`src/rtl/full_adder_structural.sv`:
```
// 1-bit full adder built from gate-level assigns.
// Ports:
//   a, b  - addend bits
//   cin   - carry in
//   s     - sum bit (a ^ b ^ cin)
//   cout  - carry out (majority of a, b, cin)
module full_adder_structural (
  input  logic a,
  input  logic b,
  input  logic cin,
  output logic s,
  output logic cout
);

  logic ab_x;
  logic ab_a;
  logic cx_a;

  assign ab_x = a ^ b;
  assign ab_a = a & b;
  assign cx_a = ab_x & cin;
  assign s    = ab_x ^ cin;
  assign cout = ab_a | cx_a;

endmodule

```
`src/rtl/serial_adder_ctrl.sv`:
```
// Bit-serial adder: one full adder stepped over WIDTH bits, LSB first, one bit per clock.
// Ports:
//   clk, rst_n - clock, asynchronous active-low reset
//   start      - request; accepted when not busy (IDLE or DONE)
//   a, b       - operands, sampled on the accepting edge only
//   carry_in   - initial carry, sampled on the accepting edge only
//   busy       - high while the addition is in progress
//   done       - one-cycle pulse; sum/carry_out valid from this cycle
//   sum        - registered result, held until the next completion
//   carry_out  - registered final carry, held with sum
module serial_adder_ctrl #(
  parameter int unsigned WIDTH = 8
) (
  input  logic             clk,
  input  logic             rst_n,
  input  logic             start,
  input  logic [WIDTH-1:0] a,
  input  logic [WIDTH-1:0] b,
  input  logic             carry_in,
  output logic             busy,
  output logic             done,
  output logic [WIDTH-1:0] sum,
  output logic             carry_out
);

  localparam int unsigned CntW = $clog2(WIDTH + 1);

  typedef enum logic [1:0] {StIdle, StRun, StDone} state_e;

  state_e           state_q, state_d;
  logic [WIDTH-1:0] a_sr, b_sr, s_sr;
  logic [WIDTH-1:0] s_next;
  logic             c_q;
  logic [CntW-1:0]  cnt;
  logic             fa_s, fa_c;
  logic             accept;
  logic             last;

  full_adder_structural u_fa (
    .a   (a_sr[0]),
    .b   (b_sr[0]),
    .cin (c_q),
    .s   (fa_s),
    .cout(fa_c)
  );

  // New sum bit enters at the MSB; after WIDTH shifts bit 0 holds the LSB result.
  generate
    if (WIDTH == 1) begin : g_w1
      assign s_next = fa_s;
    end else begin : g_wn
      assign s_next = {fa_s, s_sr[WIDTH-1:1]};
    end
  endgenerate

  assign last = (cnt == CntW'(WIDTH - 1));

  always_comb begin
    state_d = state_q;
    busy    = 1'b0;
    done    = 1'b0;
    accept  = 1'b0;
    unique case (state_q)
      StIdle: begin
        accept = start;
        if (start) state_d = StRun;
      end
      StRun: begin
        busy = 1'b1;
        if (last) state_d = StDone;
      end
      StDone: begin
        done    = 1'b1;
        accept  = start;
        state_d = start ? StRun : StIdle;
      end
      default: state_d = StIdle;
    endcase
  end

  always_ff @(posedge clk or negedge rst_n) begin
    if (!rst_n) begin
      state_q <= StIdle;
    end else begin
      state_q <= state_d;
    end
  end

  always_ff @(posedge clk or negedge rst_n) begin
    if (!rst_n) begin
      a_sr      <= '0;
      b_sr      <= '0;
      s_sr      <= '0;
      c_q       <= 1'b0;
      cnt       <= '0;
      sum       <= '0;
      carry_out <= 1'b0;
    end else if (accept) begin
      a_sr <= a;
      b_sr <= b;
      c_q  <= carry_in;
      cnt  <= '0;
    end else if (state_q == StRun) begin
      a_sr <= a_sr >> 1;
      b_sr <= b_sr >> 1;
      s_sr <= s_next;
      c_q  <= fa_c;
      cnt  <= cnt + CntW'(1);
      if (last) begin
        sum       <= s_next;
        carry_out <= fa_c;
      end
    end
  end

endmodule
```
`config.mk`:
```
export PLATFORM = sky130hd
export DESIGN_NAME = serial_adder_ctrl
export DESIGN_NICKNAME = d
export VERILOG_FILES = /design/src/rtl/full_adder_structural.sv /design/src/rtl/serial_adder_ctrl.sv
export SDC_FILE = /design/constraint.sdc
export NUM_CORES = 1
export LEC_CHECK = 0
export CAP_MARGIN = 20
export CORE_MARGIN = 4
export CORE_UTILIZATION = 45
export CTS_CLUSTER_SIZE = 28
export DETAILED_ROUTE_END_ITERATION = 8
export GPL_TIMING_DRIVEN = 1
export PLACE_DENSITY_LB_ADDON = 0.08
export RECOVER_POWER = 100
export SLEW_MARGIN = 10
export SYNTH_ARGS = -nofsm -noshare
export SYNTH_HDL_FRONTEND = slang
export SYNTH_SLANG_ARGS = --single-unit
```
`constraint.sdc`:
```
create_clock -name clk -period 2.63 [get_ports clk]
set_input_delay 0.526 -clock clk [delete_from_list [all_inputs] [get_ports clk]]
set_output_delay 0.526 -clock clk [all_outputs]
set_load 0.005 [all_outputs]
```
==> flow_metrics.tcl, run 1 <==
set metrics [dict create \
    diodes 0 \
    dp_slack_ns 0.713 \
    hold_path.startpoint "s_sr[1]$_DFFE_PN0P_" \
    clk_pin_slew_worst_paths_ns 0.10 \
    failed_checks "capacitance limit, slew limit" \
    crit_required_ns 2.10 \
    grt.total_usage_pct 15.8 \
    cts_buffers 5 \
    p_clk_share_pct 12.9 \
    drt_iter0_drc 49 \
    antenna_found_initial 0 \
    drc 0 \
    io_buffer_count 30 \
    critical_path.startpoint "state_q[0]$_DFFE_PN0P_" \
    crit_type "flop to primary output" \
    fin_worst_skew_ns 0.00899 \
    mostFrequentLayoutCell "nand2_1" \
    num-nets-final 211 \
    synth_fp_nets 180 \
    synth_area_per_cell_um2 10.3 \
    drtAntennaViolNets 0 \
    fin_crit_ns 2.31 \
    die-area_mm2 0.00465 \
    max_freq_mhz 432 \
    syn_to_final_growth_pct 22.8 \
    relSlewSlack_pct -34.7 \
    grt_pass1_vias 1208 \
    cap_violations 1 \
    yosysWarnings 0 \
    p_leak_nw 0.928 \
    grt_max_degree 40 \
    clock_latency_ns 0.33 \
    finalSetupViolations 0 \
    cts.sinks 39 \
    tns_ns 0 \
    ys_types 26 \
    fin_ws_ns 0.315 \
    die_y_um 68.2 \
    internal-power_mw 1.38 \
    io_pins 31 \
    mostFrequentLayoutCells "49 x nand2_1, 39 x dfrtp_1, 18 x clkdlybuf4s50_1, 14 x nor2_1, 11 x dlygate4sd3_1" \
    synth_edf_count 0 \
    fillers 318 \
    hp-class "flop to flop" \
    cellPowerDensity_mw_per_mm2 1090 \
    post_cts_buffers 0 \
    vias 1182 \
    crit_path_end_kind "primary output" \
    num_rows 21 \
    p_comb_share_pct 39.5 \
    die_w_um 68.2 \
    start_kind "flop" \
    status "complete, but fails checks" \
    gp_congestion 0.705 \
    critPathMaxFanout 12 \
    root_buffer "clkbuf_4" \
    hold_viol_final 0 \
    report.final.slew_viol_count 40 \
    synth_seq_cells 39 \
    synthFlopType "dfrtp_1" \
    fin_crit_sh_pct 88.0 \
    crit-reg2reg-launch "state_q[1]$_DFFE_PN0P_" \
    core_area_mm2 0.00342 \
    wirelength_mm 3.17 \
    drt_first_pass_iters 4 \
    grt.overflow.total 0 \
    syn_inst 158 \
    ys_async_sr_fraction_pct 100 \
    hpwl_mm 2.22 \
    cts_tree "done" \
    cts-resized-gates 0 \
    clockBufferDepth 2 \
    grt_pass1_wl_mm 5.35 \
    ctsHoldBuffers 0 \
    fin_util_pct 58.6 \
    swShare_pct 36.4 \
    syn_area_mm2 0.00163 \
    start_util_pct 47.8 \
    grt_setup_unrepaired "no" \
    worstPathArrival_ns 1.79 \
    vias_per_cell 5.01 \
    post_drt_wl_per_cell_um 13.4 \
    p_seq_share_pct 47.6 \
    layout-drive-gt1-share_pct 8.95 \
    tightest_slew_ns 2.02 \
    power.switching_mw 0.792 \
    ctsHtreeMaxLevel 2 \
    yosysSeqAreaShare_pct 59.8 \
    ir_drop_v 0.000571 \
]
cells in the mapped netlist, drive strengths merged (2+ instances only):
library cell	instances	area share, %
dfrtp	39	60
a22oi	3	1.4
and2b	2	0.92
nor3	3	1.6
clkbuf	4	0.92
o21ai	2	0.61
nor2	14	3.2
a31oi	10	3.8
a22o	2	1.1
buf	5	1.8
mux2	9	6.2
nand2b	2	0.77
nand2	49	11
nand3	4	1.2
o22ai	2	0.77
area by class of cell:
class,count,area [um2],share of cell area (%)
inverters,1,3.75,0.187
well taps,46,57.6,2.87
flip-flops and latches,39,976,48.7
multi-input cells,109,607,30.3
clock inverters,1,5.00,0.250
clock buffers,7,45.0,2.25
repair buffers,33,309,15.4
sequential cells by signal, indices dropped and copies added, names as in the netlist:
name	flops
a_sr	8
carry_out	1
b_sr	8
sum	8
c_q	1
cnt	4
state_q	2
s_sr	7
routing by layer:
| metal | vias to the layer above | part of all wire, % | GRT usage [%] |
|---|---|---|---|
| li1 | 590 | - | - |
| met5 | - | 0 | 0 |
| met4 | 0 | 0.79 | 6.20 |
| met2 | 26 | 48 | 25.2 |
| met3 | 4 | 4.7 | 4.60 |
| met1 | 562 | 47 | 20.3 |
worst max-delay path, cell delays in order (launching register included):
cell and delay, ns:
dfrtp_1 0.42, nand2b_1 0.40, clkinv_1 0.17, clkdlybuf4s50_1 0.48
cells by family (layout without fill, tap and decap cells):
family,count (synthesis),after routing,share of synthesized area (%)
buffers and inverters,10,42,2.99
AOI/OAI and AO/OA,20,20,7.98
xor gates and xnor gates,1,1,0.537
DFF,39,39,59.8
adders and majority gates,2,2,1.99
and+or+nand+nor,76,76,19.9
muxes,10,10,6.83
final timing paths:
| kind | endpoint | slack (ns) | cells after the start |
|---|---|---|---|
| worst max-delay path | busy | 0.32 | 3 |
| worst min-delay path | s_sr[1]$_DFFE_PN0P_ | 0.48 | 2 |
| worst max register to register | cnt[3]$_DFFE_PN0P_ | 0.36 | 5 |
| worst min register to register | s_sr[1]$_DFFE_PN0P_ | 0.48 | 2 |
| max in group asynchronous | a_sr[4]$_DFFE_PN0P_ | 0.72 | 1 |
| min in group asynchronous | b_sr[6]$_DFFE_PN0P_ | 0.76 | 1 |
through the flow:
stage | total power [mW] | cells | cell area (um2) | hold slack [ns]
final | 2.17 | 236 | 2000 | 0.484
after detailed placement | 1.96 | 228 | 1960 | 0.467
after global routing | 2.37 | 236 | 2000 | 0.530
after floorplan | 1.62 | 158 | 1630 | 0.230
after global placement | 1.91 | 228 | 1960 | 0.465
after CTS | 2.25 | 236 | 2010 | 0.318
power by group through the flow:
stage / Sequential, mW / Combinational [mW] / Clock (mW)
3_5_place_dp: 1.05 / 0.909 / 0
4_1_cts: 1.04 / 0.913 / 0.296
2_1_floorplan: 1.02 / 0.596 / 0
6_report: 1.03 / 0.859 / 0.280
5_1_grt: 1.08 / 0.970 / 0.318
3_3_place_gp: 1.04 / 0.872 / 0
No activity file was read; power rests on OpenSTA's default activity.
==> inputs of run 2 (changes only) <==
- GPL_TIMING_DRIVEN: 1 -> 0
==> run 2 against run 1 <==
  * The run now ends clean
  * Core utilization rose by 1.1 points
  * Worst setup slack worse by 0.073 ns
  * Die area unchanged
  * Clock power grew 25%
  * Maximum frequency fell by 3.1%
  * Global-route usage is 1.4 points higher
  * First-iteration DRC count grew 27%
  * Clock skew is 0.0028 ns higher
  * Critical endpoint unchanged
  * Largest cell class unchanged
  * Largest power group unchanged
==> flow_metrics.tcl, run 2 (synthesis gave the netlist of run 1 again) <==
set metrics [dict create \
    status "finished, final reports clean" \
    cap_violations 0 \
    crit_end "busy" \
    critPathMaxFanout 19 \
    grt_max_degree 27 \
    drt_iter0_drc 62 \
    die-area_mm2 0.00465 \
    mostFrequentLayoutCells "49 x nand2_1, 39 x dfrtp_1, 18 x clkdlybuf4s50_1, 14 x nor2_1, 11 x dlygate4sd3_1" \
    clockBufferDepth 2 \
    gp_congestion 0.735 \
    root_buffer "clkbuf_4" \
    layout-drive-gt1-share_pct 9.69 \
    report.final.slew_viol_count 0 \
    drc 0 \
    crit_required_ns 2.10 \
    tns_ns 0 \
    clock_latency_ns 0.35 \
    post_cts_buffers 0 \
    grt_setup_unrepaired "no" \
    fin_worst_skew_ns 0.0117 \
    syn_to_final_growth_pct 25.1 \
    drtAntennaViolNets 0 \
    max_freq_mhz 419 \
    start_kind "flop" \
    final_cells 242 \
    grt.overflow.total 0 \
    die_y_um 68.2 \
    cellPowerDensity_mw_per_mm2 1110 \
    crit_path_end_kind "primary output" \
    hpwl_mm 2.40 \
    rr_worst_depth 4 \
    io_buffer_count 30 \
    io_pins 31 \
    drt_first_pass_iters 4 \
    cts-resized-gates 0 \
    cts_tree "done" \
    hp-class "input pin to async pin" \
    rrSetupSlack_ns 0.38 \
    grt.total_usage_pct 17.2 \
    fillers 326 \
    multi_input_area_um2 596 \
    reg_top3 "a_sr: 8 flops, b_sr: 8 flops, sum: 8 flops" \
    ctsHtreeMaxLevel 2 \
    clk_pin_slew_worst_paths_ns 0.12 \
    seq_area_um2 976 \
    vias_per_cell 5.10 \
    critical_path.startpoint "state_q[1]$_DFFE_PN0P_" \
    mostFrequentLayoutCell "nand2_1" \
    p_leak_nw 0.946 \
    grt_pass1_vias 1299 \
    reg2reg_to "sum[3]$_DFFE_PN0P_" \
    relSlewSlack_pct 9.80 \
    core_area_mm2 0.00342 \
    placedCellCount 235 \
    crit-reg2reg-launch "state_q[1]$_DFFE_PN0P_" \
    fin_crit_sh_pct 90.8 \
    cts_buffers 5 \
    ctsHoldBuffers 0 \
    cp_slowest_cell "clkdlybuf4s50_1" \
    slowest_delay_ns 0.57 \
    wirelength_mm 3.33 \
    hold_viol_final 0 \
    vias 1233 \
    num-nets-final 217 \
    post_drt_wl_per_cell_um 13.8 \
    antenna_found_initial 0 \
    fin_crit_ns 2.39 \
    num_rows 21 \
    fin_util_pct 59.7 \
    cts.sinks 39 \
    start_util_pct 47.8 \
    whs_ns 0.181 \
    tightest_slew_ns 1.35 \
    worstPathArrival_ns 1.86 \
    path_cells "nand2b_1 > buf_6 > inv_2 > clkdlybuf4s50_1" \
    ir_drop_v 0.000571 \
    finalSetupViolations 0 \
    crit_type "flop to primary output" \
    grt_pass1_wl_mm 5.82 \
    die_w_um 68.2 \
    diodes 0 \
]
-- run 2: layout make-up --
class,count,area share [%]
Clock inverter,1,0.368
Clock buffer,7,3.19
Sequential cell,39,47.8
Inverter,1,0.184
Buffer,8,1.84
Tap cell,46,2.82
Timing Repair Buffer,31,14.6
Multi-Input combinational cell,109,29.2
-- run 2: worst min path at each step --
stage,startpoint,endpoint,cells after the start
after detailed placement,rst_n,b_sr[3]$_DFFE_PN0P_,1
after floorplan,rst_n,a_sr[0]$_DFFE_PN0P_,0
after CTS,rst_n,b_sr[3]$_DFFE_PN0P_,1
after global routing,rst_n,s_sr[1]$_DFFE_PN0P_,1
final,rst_n,b_sr[3]$_DFFE_PN0P_,1
after global placement,s_sr[1]$_DFFE_PN0P_,s_sr[1]$_DFFE_PN0P_,2
-- run 2: metrics by stage --
stage | area (um2) | setup slack [ns] | power (mW)
CTS | 2080 | 0.0854 | 2.35
finish | 2040 | 0.242 | 2.27
global route | 2040 | 0.0948 | 2.47
floorplan | 1630 | 1.17 | 1.62
global placement | 1990 | 0.150 | 1.95
detailed placement | 2000 | 0.496 | 2.00
-- run 2: report_power, final --
| group | total (mW) | switching [mW] | internal (mW) |
|---|---|---|---|
| combinational | 0.887 | 0.464 | 0.423 |
| clock | 0.351 | 0.195 | 0.156 |
| sequential | 1.03 | 0.162 | 0.871 |
-- run 2: layer usage --
metal	share of wire [%]	vias up	GRT usage, %
li1	-	602	-
met4	0.93	0	8.93
met5	0	-	0
met2	49	31	27.1
met3	5.2	4	4.27
met1	45	596	21.8
-- run 2: worst max-delay path, delay by kind of cell (launching register included) --
| family | cells | cell delay [ns] |
|---|---|---|
| flops | 1 | 0.41 |
| buf+inv | 3 | 0.96 |
| simple gates | 1 | 0.16 |
==> inputs of run 3 (changes only) <==
- PLACE_DENSITY: unset -> 0.71
- PLACE_DENSITY_LB_ADDON: 0.08 -> unset
- clock period: 2.63 -> 2.4 ns (I/O delays scaled with it)
==> run 3 against run 2 <==
  * Count of clock-buffer cells in the layout grew 1
  * Register-to-register slack better by 0.17 ns
  * Global-route usage fell by 0.79 points
  * Design area up 0.80%
  * Via count grew 2.1%
  * Power increased by 8.7%
  * Die area is the same
  * Clock skew fell by 0.0031 ns
  * Core utilization is 0.48 points higher
  * Routed wire length is 5.7% lower
  * Sequential share of layout area shrank 0.38 points
  * Critical path type unchanged
  * Largest power group unchanged
==> flow_metrics.tcl, run 3 (synthesis gave the netlist of run 1 again) <==
set metrics [dict create \
    worstPathArrival_ns 1.74 \
    relSlewSlack_pct 39.7 \
    internal-power_mw 1.59 \
    fin_crit_ns 2.22 \
    io_buffer_count 30 \
    hp-class "input pin to async pin" \
    crit_type "flop to primary output" \
    max_freq_mhz 451 \
    die-area_mm2 0.00465 \
    start_util_pct 47.8 \
    p_comb_share_pct 38.9 \
    grt.total_usage_pct 16.4 \
    cap_violations 0 \
    cellPowerDensity_mw_per_mm2 1200 \
    ctsHtreeMaxLevel 2 \
    drt_first_pass_iters 4 \
    grt_setup_unrepaired "no" \
    hpwl_mm 2.26 \
    swShare_pct 35.4 \
    report.final.slew_viol_count 0 \
    io_pins 31 \
    grt.overflow.total 0 \
    wirelength_mm 3.14 \
    num-nets-final 218 \
    fillers 302 \
    root_buffer "clkbuf_4" \
    reg2reg_to "sum[4]$_DFFE_PN0P_" \
    die_w_um 68.2 \
    gp_congestion 0.798 \
    grt_pass1_wl_mm 5.59 \
    clock_latency_ns 0.35 \
    tightest_slew_ns 0.905 \
    crit_required_ns 1.92 \
    clockBufferDepth 2 \
    diodes 0 \
    fin_ws_ns 0.183 \
    layout-drive-gt1-share_pct 10.7 \
    num_rows 21 \
    p_seq_share_pct 45.8 \
    rr_worst_depth 4 \
    power_mw 2.47 \
    grt_max_degree 39 \
    power.switching_mw 0.875 \
    grt_pass1_vias 1248 \
    p_clk_share_pct 15.3 \
    drtAntennaViolNets 0 \
    die_y_um 68.2 \
    multi_input_area_um2 601 \
    fin_worst_skew_ns 0.00863 \
    drc 0 \
    rrSetupSlack_ns 0.55 \
    vias_per_cell 5.18 \
    crit-reg2reg-launch "state_q[1]$_DFFE_PN0P_" \
    post_cts_buffers 0 \
    seq_area_um2 976 \
    status "finished, final reports clean" \
    mostFrequentLayoutCells "49 x nand2_1, 39 x dfrtp_1, 18 x clkdlybuf4s50_1, 14 x nor2_1, 12 x dlygate4sd3_1" \
    core_area_mm2 0.00342 \
    critPathMaxFanout 19 \
    antenna_found_initial 0 \
    p_leak_nw 0.960 \
    reg_top3 "a_sr: 8 flops, b_sr: 8 flops, sum: 8 flops" \
    dp_slack_ns 0.335 \
    fin_crit_sh_pct 92.4 \
    crit_path_end_kind "primary output" \
    syn_to_final_growth_pct 26.1 \
    hold_viol_final 0 \
    mostFrequentLayoutCell "nand2_1" \
    ir_drop_v 0.000598 \
    vias 1259 \
    clk_pin_slew_worst_paths_ns 0.11 \
    post_drt_wl_per_cell_um 12.9 \
    cts_tree "done" \
    cts_buffers 5 \
    finalSetupViolations 0 \
    drt_iter0_drc 89 \
    start_kind "flop" \
    cts.sinks 39 \
]
run 3: cell count changes in the layout (fill, tap and decap cells not counted), sizes merged:
| cell | delta |
|---|---|
| dlygate4sd3 | +1 |
| buf | +1 |
| clkinvlp | -1 |
run 3: area by class of cell:
class	count	share of cell area, %
Inverter	1	0.304
Timing Repair Buffer	32	15.0
Clock buffer	8	3.35
Sequential cell	39	47.4
Tap cell	46	2.80
Buffer	8	1.89
Multi-Input combinational cell	109	29.2
run 3: layer usage:
metal | up-vias | GRT usage (%) | part of all wire, %
met2 | 34 | 26.2 | 50
li1 | 607 | - | -
met4 | 0 | 6.70 | 1.8
met3 | 7 | 4.93 | 4.7
met1 | 611 | 20.7 | 44
met5 | - | 0 | 0
run 3: worst max path at each step:
stage | from | endpoint | slack (ns) | cells after the start
final | state_q[1]$_DFFE_PN0P_ | busy | 0.18 | 4
after global routing | state_q[1]$_DFFE_PN0P_ | busy | 0.05 | 4
after CTS | state_q[1]$_DFFE_PN0P_ | busy | 0.05 | 4
after detailed placement | state_q[1]$_DFFE_PN0P_ | busy | 0.34 | 5
after global placement | rst_n | a_sr[5]$_DFFE_PN0P_ | -0.02 | 1
after floorplan | state_q[1]$_DFFE_PN0P_ | carry_out$_DFFE_PN0P_ | 0.94 | 4
run 3: critical path, stage by stage, from the launching register on:
cell	delay [ns]
dfrtp_1	0.40
nand2b_1	0.15
buf_6	0.14
inv_4	0.16
clkdlybuf4s50_1	0.53
run 3: stage by stage:
step / utilization, % / area (um2) / std cells / hold WS, ns / TNS [ns]
3_5_place_dp: 58.7 / 2000 / 235 / 0.279 / 0
2_1_floorplan: - / 1630 / 158 / 0.184 / 0
6_report: 60.2 / 2060 / 243 / 0.428 / 0
4_1_cts: 60.8 / 2080 / 243 / 0.437 / 0
5_1_grt: 60.2 / 2060 / 243 / 0.427 / 0
3_3_place_gp: 58.2 / 1990 / 234 / 0.460 / -0.680
run 3: repair_timing:
action                     4_1_cts  5_1_grt
resized for setup                0        2
setup endpoints to repair        1        1
hold buffers                     1        0
hold endpoints to repair         1        0
run 3: power groups by stage:
stage	sequential, mW	clock, mW	combinational, mW
after floorplan	1.12	0	0.653
after global placement	1.14	0	0.983
after detailed placement	1.15	0	1.01
after CTS	1.14	0.391	1.01
after global routing	1.17	0.417	1.12
final	1.13	0.378	0.960
